**config.mk**
```make
export PLATFORM = sky130hd
export DESIGN_NAME = bp_cce_cfg_link_slave
export DESIGN_NICKNAME = d
export VERILOG_FILES = /design/src/rtl/bp_cce_cfg_link_slave.sv
export SDC_FILE = /design/constraint.sdc
export NUM_CORES = 1
export LEC_CHECK = 0
export CAP_MARGIN = 20
export CORE_ASPECT_RATIO = 1.25
export CORE_MARGIN = 2
export CORE_UTILIZATION = 45
export DETAILED_ROUTE_END_ITERATION = 12
export GPL_ROUTABILITY_DRIVEN = 0
export PLACE_DENSITY = 0.8
export SYNTH_ARGS = -nofsm -noshare
export SYNTH_HDL_FRONTEND = slang
export SYNTH_SLANG_ARGS = --single-unit
export TNS_END_PERCENT = 50
```
**constraint.sdc**
```tcl
create_clock -name clk_i -period 7.5 [get_ports clk_i]
set_input_delay 2.25 -clock clk_i [delete_from_list [all_inputs] [get_ports clk_i]]
set_output_delay 2.25 -clock clk_i [all_outputs]
set_load 0.02 [all_outputs]
```
**src/rtl/bp_cce_cfg_link_slave.sv**
```systemverilog
// Config-link endpoint for the CCE: pairs lo/hi half-word config writes into
// instruction RAM writes, serves half-word readback and holds the mode bit.
module bp_cce_cfg_link_slave #(
  parameter int inst_width_p          = 48,
  parameter int inst_ram_addr_width_p = 8,
  parameter int inst_ram_els_p        = 256,
  parameter int cfg_link_addr_width_p = 16,
  parameter int cfg_link_data_width_p = 32
) (
  input  logic                             clk_i,
  input  logic                             reset_i,

  input  logic [cfg_link_addr_width_p-2:0] config_addr_i,
  input  logic [cfg_link_data_width_p-1:0] config_data_i,
  input  logic                             config_v_i,
  input  logic                             config_w_i,
  output logic                             config_ready_o,

  output logic [cfg_link_data_width_p-1:0] config_data_o,
  output logic                             config_v_o,
  input  logic                             config_ready_i,

  output logic                             inst_ram_v_o,
  output logic                             inst_ram_w_o,
  output logic [inst_ram_addr_width_p-1:0] inst_ram_addr_o,
  output logic [inst_width_p-1:0]          inst_ram_data_o,
  input  logic [inst_width_p-1:0]          inst_ram_data_i,

  output logic                             cce_mode_o,
  output logic                             cfg_err_o,

  output logic [1:0]                       state_o
);

  // Handshakes: a request transfers on a clock edge where config_v_i and
  // config_ready_o are both high; a read response transfers on an edge where
  // config_v_o and config_ready_i are both high. Valid never depends on ready.

  localparam int hi_width_lp = inst_width_p - cfg_link_data_width_p;
  localparam int addr_w_lp   = cfg_link_addr_width_p - 1;
  localparam logic [addr_w_lp-1:0] mode_addr_lp = addr_w_lp'(2 * inst_ram_els_p);

  typedef enum logic [1:0] {
    e_idle     = 2'd0,
    e_rd_issue = 2'd1,
    e_rd_wait  = 2'd2,
    e_rd_resp  = 2'd3
  } state_e;

  state_e state_r, state_n;

  logic                             ready_en_r;
  logic [cfg_link_data_width_p-1:0] lo_r;
  logic [inst_ram_addr_width_p-1:0] lo_idx_r;
  logic                             lo_v_r;
  logic                             ram_wr_r;
  logic [inst_ram_addr_width_p-1:0] ram_addr_r;
  logic [inst_width_p-1:0]          ram_data_r;
  logic                             rd_hi_r;
  logic [cfg_link_data_width_p-1:0] resp_r;
  logic                             mode_r;
  logic                             err_r;

  // Request decode
  logic                             accept;
  logic                             is_ram;
  logic                             is_mode;
  logic                             half_hi;
  logic [inst_ram_addr_width_p-1:0] req_idx;
  logic                             wr_lo, wr_hi, wr_mode, pair_ok;
  logic                             rd_ram, rd_other;

  assign accept   = config_v_i & config_ready_o;
  assign is_ram   = (config_addr_i < mode_addr_lp);
  assign is_mode  = (config_addr_i == mode_addr_lp);
  assign half_hi  = config_addr_i[0];
  assign req_idx  = config_addr_i[1 +: inst_ram_addr_width_p];

  assign wr_lo    = accept &  config_w_i & is_ram & ~half_hi;
  assign wr_hi    = accept &  config_w_i & is_ram &  half_hi;
  assign wr_mode  = accept &  config_w_i & is_mode;
  assign rd_ram   = accept & ~config_w_i & is_ram;
  assign rd_other = accept & ~config_w_i & ~is_ram;
  assign pair_ok  = lo_v_r & (lo_idx_r == req_idx);

  // FSM: state register
  always_ff @(posedge clk_i or posedge reset_i) begin
    if (reset_i) state_r <= e_idle;
    else         state_r <= state_n;
  end

  // FSM: next state
  always_comb begin
    state_n = state_r;
    unique case (state_r)
      e_idle: begin
        if (rd_ram)        state_n = e_rd_issue;
        else if (rd_other) state_n = e_rd_resp;
      end
      e_rd_issue: state_n = e_rd_wait;
      e_rd_wait:  state_n = e_rd_resp;
      e_rd_resp:  if (config_ready_i) state_n = e_idle;
      default:    state_n = e_idle;
    endcase
  end

  // FSM: outputs. The pending pair write only ever lands in a cycle where the
  // FSM is idle, so it cannot collide with the read access in RD_ISSUE.
  always_comb begin
    config_ready_o = 1'b0;
    config_v_o     = 1'b0;
    inst_ram_v_o   = ram_wr_r;
    inst_ram_w_o   = ram_wr_r;
    unique case (state_r)
      e_idle:     config_ready_o = ready_en_r;
      e_rd_issue: begin
        inst_ram_v_o = 1'b1;
        inst_ram_w_o = 1'b0;
      end
      e_rd_resp:  config_v_o = 1'b1;
      default:    ;
    endcase
  end

  // Datapath registers
  always_ff @(posedge clk_i or posedge reset_i) begin
    if (reset_i) begin
      ready_en_r <= 1'b0;
      lo_r       <= '0;
      lo_idx_r   <= '0;
      lo_v_r     <= 1'b0;
      ram_wr_r   <= 1'b0;
      ram_addr_r <= '0;
      ram_data_r <= '0;
      rd_hi_r    <= 1'b0;
      resp_r     <= '0;
      mode_r     <= 1'b0;
      err_r      <= 1'b0;
    end else begin
      ready_en_r <= 1'b1;
      ram_wr_r   <= wr_hi & pair_ok;

      if (wr_lo) begin
        lo_r     <= config_data_i;
        lo_idx_r <= req_idx;
        lo_v_r   <= 1'b1;
      end

      // An orphan or mismatched hi half is dropped but leaves any pending lo intact
      if (wr_hi) begin
        if (pair_ok) begin
          ram_addr_r <= req_idx;
          ram_data_r <= {config_data_i[hi_width_lp-1:0], lo_r};
          lo_v_r     <= 1'b0;
        end else begin
          err_r <= 1'b1;
        end
      end

      if (wr_mode) mode_r <= config_data_i[0];

      if (rd_ram) begin
        ram_addr_r <= req_idx;
        rd_hi_r    <= half_hi;
      end

      if (rd_other) begin
        resp_r <= is_mode ? cfg_link_data_width_p'(mode_r) : '0;
      end

      if (state_r == e_rd_wait) begin
        resp_r <= rd_hi_r
          ? cfg_link_data_width_p'(inst_ram_data_i[inst_width_p-1:cfg_link_data_width_p])
          : inst_ram_data_i[cfg_link_data_width_p-1:0];
      end
    end
  end

  assign config_data_o   = resp_r;
  assign inst_ram_addr_o = ram_addr_r;
  assign inst_ram_data_o = ram_data_r;
  assign cce_mode_o      = mode_r;
  assign cfg_err_o       = err_r;
  assign state_o         = state_r;

endmodule

```
==> flow_metrics.env, run 1 <==
export IMPL_startpoint_type="input port"
export IMPL_ys_top_cells_by_count="dfrtp_1 (136), mux2_2 (101), a22o_1 (31)"
export IMPL_ys_warnings_count=0
export IMPL_fp_dieH_um=127.4
export IMPL_syn_area_per_cell_um2=15.23
export IMPL_root_buffer="clkbuf_16"
export IMPL_synth_cell_types=33
export IMPL_synth_top_flop_cell="dfrtp_1"
export IMPL_place_hpwl_um=8833
export IMPL_r2r_end="inst_ram_data_o[13]"
export IMPL_antenna_found_initial=0
export IMPL_num_rows=45
export IMPL_utilization=0.6852
export IMPL_io_buffers=195
export IMPL_die_width_um=102.7
export IMPL_finalHoldViolCount=0
export IMPL_clk_path_buf_depth=2
export IMPL_ant_nets=0
export IMPL_wirelength_um=12390
export IMPL_status="completed"
export IMPL_power_leakage_nw=3.776
export IMPL_maxCapViolCount=0
export IMPL_routedWlPerCell_um=16.84
export IMPL_via_count=3666
export IMPL_grt_overflow=0
export IMPL_setup_violations=0
export IMPL_syn2layout_area_growth_pct=49.89
export IMPL_grt_max_degree=70
export IMPL_ys_ff_latch=136
export IMPL_min_period_ns=4.621
export IMPL_worstMarginPinSlew_ns=1.036
export IMPL_drt_initial_drc_count=114
export IMPL_clk_latency_ns=0.41
export IMPL_max_freq_ghz=0.2164
export IMPL_fin_cells=736
export IMPL_cts_htree_levels=4
export IMPL_cts_tree="yes"
export IMPL_yosysMostFrequentCell="dfrtp_1"
export IMPL_ir_drop_mv=0.2144
export IMPL_critical_path_max_fanout=43
export IMPL_core_mm2=0.01199
export IMPL_async_reset_ff_frac=1.000
export IMPL_dieArea_mm2=0.01309
export IMPL_grt_pass1_wl_um=19550
export IMPL_multi_input_area_mm2=0.001977
export IMPL_post_cts_buffers=0
export IMPL_synth_area_mm2=0.005483
export IMPL_hold_buffers=0
export IMPL_fin_nets=664
export IMPL_worstPathRequired_ns=7.79
export IMPL_synth_edf_count=0
export IMPL_yosysTopAreaCell="dfrtp_1"
export IMPL_maxSlewViolCount=0
export IMPL_cts_resized=0
export IMPL_rsz0062_at_grt="false"
export IMPL_cts_buffers=17
export IMPL_grt_pass1_vias=3954
export IMPL_endpoint_kind="flip-flop"
export IMPL_synth_nets=465
export IMPL_powerDensity_mw_per_mm2=292.6
export IMPL_setup_tns_ns=0
export IMPL_drive_gt1_frac=0.2500
export IMPL_min_delay_path_class="flip-flop to flip-flop"
export IMPL_path_clk_slew_ns=0.06
export IMPL_critPathKind="input port to flip-flop"
export IMPL_dp_cells=704
export IMPL_crit_end="inst_ram_data_o[13]"
export IMPL_fin_crit_sh=0.6162
export IMPL_crit_start="config_addr_i[9]"
export IMPL_ys_top_cells_by_area="dfrtp_1 (62%), mux2_2 (21%), a22o_1 (5.0%)"
export IMPL_r2r_start="state_o[1]"
export IMPL_fillers=880
export IMPL_dr_pass1_iters=4
export IMPL_worstPathArrival_ns=4.91
export IMPL_max_slew_margin=0.3079
export IMPL_fin_hold_ws_ns=0.4836
export IMPL_drc=0
export IMPL_rr_worst_depth=7
export IMPL_via_per_inst=4.981
export IMPL_synth_top_area_frac=0.6207
export IMPL_rrSetupSlack_ns=4.56
export IMPL_diodes=0
export IMPL_cts_sinks=136
export IMPL_pin_count=196
export IMPL_initial_core_util=0.4572
export IMPL_ys_seq_area_frac=0.6207
export IMPL_seq_area_mm2=0.003403
export IMPL_grtUsageTotal=0.1958
export IMPL_skew_ns=0.01028
export IMPL_synthesis_instances=360
export IMPL_p_total_mw=2.405
-- registers in the layout, summed over array words and instances, names as in the netlist --
signal and count:
inst_ram_data_o 48, state_o 2, lo_r 32, config_data_o 32, lo_idx_r 8, cce_mode_o 1, inst_ram_addr_o 8, cfg_err_o 1
rd_hi_r 1, ready_en_r 1, ram_wr_r 1, lo_v_r 1
-- cell usage in the layout, fill, tap and decap left out, types with 2 or more instances in the layout --
cell and n:
inv_6 3, nand3_1 2, nor2_1 6, clkinv_4 4, mux2i_1 2, bufinv_16 4
clkbuf_16 17, nor4b_1 2, o21ai_0 3, nor2b_1 3, nor4_4 2, xnor2_1 8
dfrtp_1 136, clkinv_2 2, nand2_1 4, clkdlybuf4s50_1 195, a22o_1 31, mux2_2 101
clkinvlp_4 2, nand4_1 3, mux2_1 13, buf_4 4, nor4_1 2, inv_1 4
ha_1 5
-- kinds of logic after synthesis --
| family | count (synthesis) | share of synthesized area |
|---|---|---|
| other | 1 | 0.0006840 |
| buffers and inverters | 24 | 0.02031 |
| flip-flops | 136 | 0.6207 |
| multiplexers | 116 | 0.2378 |
| AO/OA/AOI/OAI | 38 | 0.05705 |
| XOR/XNOR | 8 | 0.01278 |
| adder cells (fa/ha/maj) | 5 | 0.01141 |
| AND/OR/NAND/NOR | 32 | 0.03925 |
-- metrics by stage --
stage / area [µm²] / setup slack [ns]
floorplan: 5483 / 1.611
global placement: 7591 / 2.495
detailed placement: 7591 / 2.437
CTS: 8218 / 2.879
global route: 8218 / 2.753
finish: 8218 / 2.879
-- layout make-up --
cell class / instances / area share
Clock inverter: 14 / 0.02406
Multi-Input combinational cell: 200 / 0.2406
Tap cell: 164 / 0.02497
Timing Repair Buffer: 199 / 0.2412
Clock buffer: 18 / 0.05222
Sequential cell: 136 / 0.4141
Inverter: 5 / 0.002893
-- worst min path at each step --
stage | cells after the start | slack, ns | end | start
finish | 1 | 0.48 | inst_ram_data_o[2] | inst_ram_data_o[2]
global route | 1 | 0.51 | lo_r[24] | lo_r[24]
CTS | 1 | 0.49 | inst_ram_data_o[2] | inst_ram_data_o[2]
detailed placement | 1 | 0.47 | inst_ram_data_o[3] | inst_ram_data_o[3]
global placement | 1 | 0.46 | lo_r[15] | lo_r[15]
floorplan | 1 | 0.45 | lo_r[15] | lo_r[15]
-- worst max-delay path, stage by stage --
cell and delay [ns]:
clkdlybuf4s50_1 0.45, nor4_4 0.37, nand4_2 0.21, nor4_4 0.60, buf_4 0.58, mux2_2 0.40
-- per-layer routing --
layer  GRT usage  vias up  wire length (µm)
met2      0.3360      132              6332
li1            -     1700                 -
met4     0.07216        0               213
met3     0.06182       18               951
met1      0.2276     1816              4893
met5           0        -                 0
-- report_power, final --
group / leakage (nW) / switching, mW / internal [mW] / total [mW]
logic: 1.63 / 0.320 / 0.328 / 0.648
registers: 1.84 / 0.0533 / 0.831 / 0.884
clock network: 0.301 / 0.314 / 0.559 / 0.873
(Power assumes the default switching activity.)
==> run 2: changes to the inputs <==
- CORE_UTILIZATION: 45 -> 41
- PLACE_DENSITY: 0.8 -> 0.77
- clock period: 7.5 -> 4.1 ns (I/O delays scaled with it)
==> flow_metrics.env, run 2 (synthesis results as in run 1) <==
export IMPL_rrSetupSlack_ns=1.66
export IMPL_die_width_um=107.4
export IMPL_rsz0062_at_grt="false"
export IMPL_ant_nets=0
export IMPL_finalHoldViolCount=0
export IMPL_endpoint_kind="primary output"
export IMPL_drc=0
export IMPL_power_leakage_nw=3.766
export IMPL_critPathKind="flip-flop to primary output"
export IMPL_powerDensity_mw_per_mm2=520.4
export IMPL_p_total_mw=4.274
export IMPL_dr_pass1_iters=4
export IMPL_io_buffers=195
export IMPL_grtUsageTotal=0.1791
export IMPL_grt_pass1_wl_um=20070
export IMPL_cts_resized=0
export IMPL_max_freq_ghz=0.3154
export IMPL_layout_common_cells="clkdlybuf4s50_1 (195), dfrtp_1 (136), mux2_2 (101)"
export IMPL_cts_htree_levels=4
export IMPL_maxCapViolCount=0
export IMPL_grt_overflow=0
export IMPL_worstPathRequired_ns=2.87
export IMPL_path_clk_slew_ns=0.06
export IMPL_root_buffer="clkbuf_16"
export IMPL_placed_area_mm2=0.007626
export IMPL_dieArea_mm2=0.01432
export IMPL_fin_crit_sh=0.7732
export IMPL_rr_worst_depth=7
export IMPL_startpoint_type="flip-flop"
export IMPL_grt_pass1_vias=4024
export IMPL_stdcell_area_mm2=0.008213
export IMPL_initial_core_util=0.4162
export IMPL_grt_max_degree=137
export IMPL_fin_nets=667
export IMPL_pin_count=196
export IMPL_antenna_found_initial=0
export IMPL_drt_initial_drc_count=139
export IMPL_crit_end="config_ready_o"
export IMPL_cts_sinks=136
export IMPL_place_hpwl_um=9004
export IMPL_status="completed"
export IMPL_hold_buffers=0
export IMPL_syn2layout_area_growth_pct=49.79
export IMPL_clk_latency_ns=0.40
export IMPL_crit_start="state_o[0]"
export IMPL_clk_path_buf_depth=2
export IMPL_wirelength_um=12430
export IMPL_r2r_end="inst_ram_data_o[44]"
export IMPL_min_delay_path_class="flip-flop to flip-flop"
export IMPL_r2r_start="state_o[0]"
export IMPL_worstPathArrival_ns=1.94
export IMPL_maxSlewViolCount=0
export IMPL_drive_gt1_frac=0.2526
export IMPL_skew_ns=0.009430
export IMPL_cts_tree="yes"
export IMPL_critical_path_max_fanout=5
export IMPL_cts_buffers=17
export IMPL_fp_dieH_um=133.3
export IMPL_core_mm2=0.01317
export IMPL_mostFrequentLayoutCell="clkdlybuf4s50_1"
export IMPL_routedWlPerCell_um=16.69
export IMPL_via_count=3685
export IMPL_max_slew_margin=0.5155
export IMPL_largest_reg_flops=48
export IMPL_ir_drop_mv=0.2887
export IMPL_worstMarginPinSlew_ns=0.7268
export IMPL_post_cts_buffers=0
export IMPL_setup_violations=0
export IMPL_via_per_inst=4.946
export IMPL_fin_hold_ws_ns=0.4852
export IMPL_setup_tns_ns=0
export IMPL_min_period_ns=3.170
export IMPL_num_rows=47
export IMPL_diodes=0
-- run 2: cell type report --
| class | count | area, µm² |
|---|---|---|
| fillers | 1025 | 4960 |
| flip-flops and latches | 136 | 3403 |
| repair buffers | 202 | 2017 |
| multi-input cells | 200 | 1977 |
| clock buffers | 20 | 456.7 |
| well taps | 171 | 214.0 |
| clock inverters | 11 | 122.6 |
| inverters | 5 | 22.52 |
-- run 2: where the power goes --
group / leakage, nW / internal, mW / switching [mW] / total (mW)
Combinational: 1.65 / 0.607 / 0.582 / 1.19
Clock: 0.275 / 0.924 / 0.541 / 1.46
Sequential: 1.84 / 1.52 / 0.100 / 1.62
-- run 2: metrics by stage --
| step | util | setup WS [ns] | cells |
|---|---|---|---|
| floorplan | - | 1.177 | 360 |
| global placement | 0.5789 | 0.5737 | 713 |
| detailed placement | 0.5789 | 0.5422 | 713 |
| CTS | 0.6229 | 0.8924 | 744 |
| global route | 0.6235 | 0.8159 | 745 |
| finish | 0.6235 | 0.9298 | 745 |
-- run 2: per-layer routing --
metal  share of wire  GRT usage
met3           0.077    0.06018
met4           0.012    0.05769
met5               0          0
met1            0.37     0.1974
met2            0.54     0.3221
-- run 2: how the worst min path moves through the flow --
stage	start	to	slack, ns	depth (start not counted)
after floorplan	lo_r[15]	lo_r[15]	0.45	1
final	lo_r[9]	lo_r[9]	0.49	1
after global placement	lo_r[15]	lo_r[15]	0.46	1
after CTS	lo_r[9]	lo_r[9]	0.49	1
after detailed placement	config_data_o[0]	config_data_o[0]	0.47	2
after global routing	lo_r[31]	lo_r[31]	0.51	1
-- run 2: worst max-delay path, stage by stage, from the launching register on --
cell and delay, ns:
dfrtp_1 0.41, inv_1 0.13, ha_1 0.23, and2_1 0.14, clkdlybuf4s50_1 0.64
==> run 3: changes to the inputs <==
- clock period: 4.1 -> 2.6 ns (I/O delays scaled with it)
==> flow_metrics.env, run 3 (synthesis results as in run 1) <==
export IMPL_syn2layout_area_growth_pct=55.59
export IMPL_startpoint_type="input port"
export IMPL_diodes=0
export IMPL_slowest_delay_ns=0.58
export IMPL_wirelength_um=13310
export IMPL_critical_path_max_fanout=8
export IMPL_maxSlewViolCount=0
export IMPL_finalHoldViolCount=0
export IMPL_root_buffer="clkbuf_16"
export IMPL_rr_worst_depth=9
export IMPL_cts_htree_levels=4
export IMPL_num_rows=47
export IMPL_dieArea_mm2=0.01432
export IMPL_pin_count=196
export IMPL_worstMarginPinSlew_ns=0.7624
export IMPL_initial_core_util=0.4162
export IMPL_core_mm2=0.01317
export IMPL_use_met1=0.2065
export IMPL_largest_reg_flops=48
export IMPL_cp_slowest_cell="clkdlybuf4s50_1"
export IMPL_worstPathRequired_ns=2.89
export IMPL_layout_common_cells="clkdlybuf4s50_1 (192), dfrtp_1 (136), mux2_2 (101)"
export IMPL_cts_sinks=136
export IMPL_fin_hold_ws_ns=0.4881
export IMPL_top_usage_layer="met2"
export IMPL_ir_drop_mv=0.5112
export IMPL_clk_latency_ns=0.41
export IMPL_r2r_start="state_o[0]"
export IMPL_via_per_inst=4.909
export IMPL_status="completed"
export IMPL_grt_max_degree=81
export IMPL_cts_buffers=17
export IMPL_path_buf_inv=3
export IMPL_grt_pass1_wl_um=20960
export IMPL_place_hpwl_um=9529
export IMPL_fin_crit_sh=0.9856
export IMPL_skew_ns=0.01181
export IMPL_io_buffers=195
export IMPL_grt_overflow=0
export IMPL_max_slew_margin=0.4917
export IMPL_worstPathArrival_ns=2.85
export IMPL_post_place_ws_ns=-0.3712
export IMPL_antenna_found_initial=0
export IMPL_via_count=3795
export IMPL_drive_gt1_frac=0.2890
export IMPL_grt_pass1_vias=4151
export IMPL_hold_path_depth=1
export IMPL_fin_nets=694
export IMPL_path_clk_slew_ns=0.06
export IMPL_setup_violations=0
export IMPL_min_delay_path_class="flip-flop to flip-flop"
export IMPL_grt_use_met2=0.3372
export IMPL_r2r_end="inst_ram_addr_o[4]"
export IMPL_fin_ws_ns=0.03735
export IMPL_clk_path_buf_depth=2
export IMPL_grt_use_met3=0.06898
export IMPL_min_to="lo_r[29]"
export IMPL_fp_dieH_um=133.3
export IMPL_rrSetupSlack_ns=0.27
export IMPL_maxCapViolCount=0
export IMPL_die_width_um=107.4
export IMPL_power_leakage_nw=3.955
export IMPL_endpoint_kind="flip-flop"
export IMPL_drc=0
export IMPL_drt_initial_drc_count=151
export IMPL_routedWlPerCell_um=17.21
export IMPL_cts_tree="yes"
export IMPL_powerDensity_mw_per_mm2=817.8
export IMPL_mostFrequentLayoutCell="clkdlybuf4s50_1"
export IMPL_hold_start="lo_r[29]"
export IMPL_max_freq_ghz=0.3902
export IMPL_grtUsageTotal=0.1891
export IMPL_ant_nets=0
export IMPL_critPathTopFamily="buffers and inverters"
export IMPL_crit_chain="clkdlybuf4s50_1, xnor2_1, nand4_1, nor4_4, buf_4, nand2b_1, buf_12, mux2_2"
export IMPL_dr_pass1_iters=4
export IMPL_critPathKind="input port to flip-flop"
export IMPL_min_period_ns=2.563
-- run 3: changes by cell type in the layout (fill, tap and decap cells not counted), sizes merged --
cell,previous run,this run
clkinvlp,5,3
inv,6,10
clkdlybuf4s50,195,192
bufinv,2,3
clkbuf,20,18
buf,7,33
clkinv,3,4
dlygate4sd2,0,3
-- run 3: worst max-delay path by stage --
stage                                 from                   to  slack [ns]  cells after the start
after floorplan                    reset_i           cce_mode_o        0.13                      1
after global placement    config_addr_i[9]  inst_ram_data_o[17]       -0.34                      6
after detailed placement  config_addr_i[9]  inst_ram_data_o[43]       -0.37                      6
after CTS                 config_addr_i[9]  inst_ram_data_o[11]        0.05                      6
after global routing      config_addr_i[3]   inst_ram_addr_o[1]       -0.04                      8
final                     config_addr_i[3]   inst_ram_addr_o[4]        0.04                      8
-- run 3: repair_timing --
action | 4_1_cts | 5_1_grt
cloned | 0 | 1
buffers inserted | 0 | 2
pin swaps | 0 | 1
hold endpoints to repair | 0 | 0
hold buffers | 0 | 0
gates resized for setup | 3 | 1
endpoints found under the setup margin | 3 | 50
-- run 3: layout make-up --
class,count,area [µm²]
multi-input combinational,200,1977
tap,171,214.0
clock inverter,15,188.9
timing repair buffer,229,2300
sequential,136,3403
clock buffer,17,425.4
fill,1021,4642
inverter,5,22.52
-- run 3: per-layer routing --
metal | part of all wire | routed length, µm
met1 | 0.37 | 4982
met2 | 0.53 | 7051
met3 | 0.081 | 1074
met4 | 0.015 | 197
met5 | 0 | 0
-- run 3: worst reg2reg max path, delay by kind of cell (launching register included) --
family,cells,cell delay [ns]
buf+inv,3,0.45
simple gates,4,0.78
fa+ha+maj,1,0.25
flops,1,0.41
mux,1,0.33
-- run 3: metrics by stage --
step | instance area (µm²) | setup TNS, ns | power (mW) | std cells | utilization
3_3_place_gp | 7881 | -30.11 | 4.488 | 737 | 0.5983
6_report | 8531 | 0 | 6.976 | 773 | 0.6476
4_1_cts | 8492 | 0 | 7.037 | 769 | 0.6447
3_5_place_dp | 7881 | -31.06 | 4.534 | 737 | 0.5983
5_1_grt | 8531 | -0.4781 | 7.321 | 773 | 0.6476
2_1_floorplan | 5487 | 0 | 3.568 | 360 | -
-- run 3: where the power goes --
part	switching [mW]	total [mW]	internal, mW	leakage, nW
Clock	0.952	2.48	1.53	0.296
Combinational	0.934	1.94	1.01	1.82
Sequential	0.156	2.55	2.40	1.84
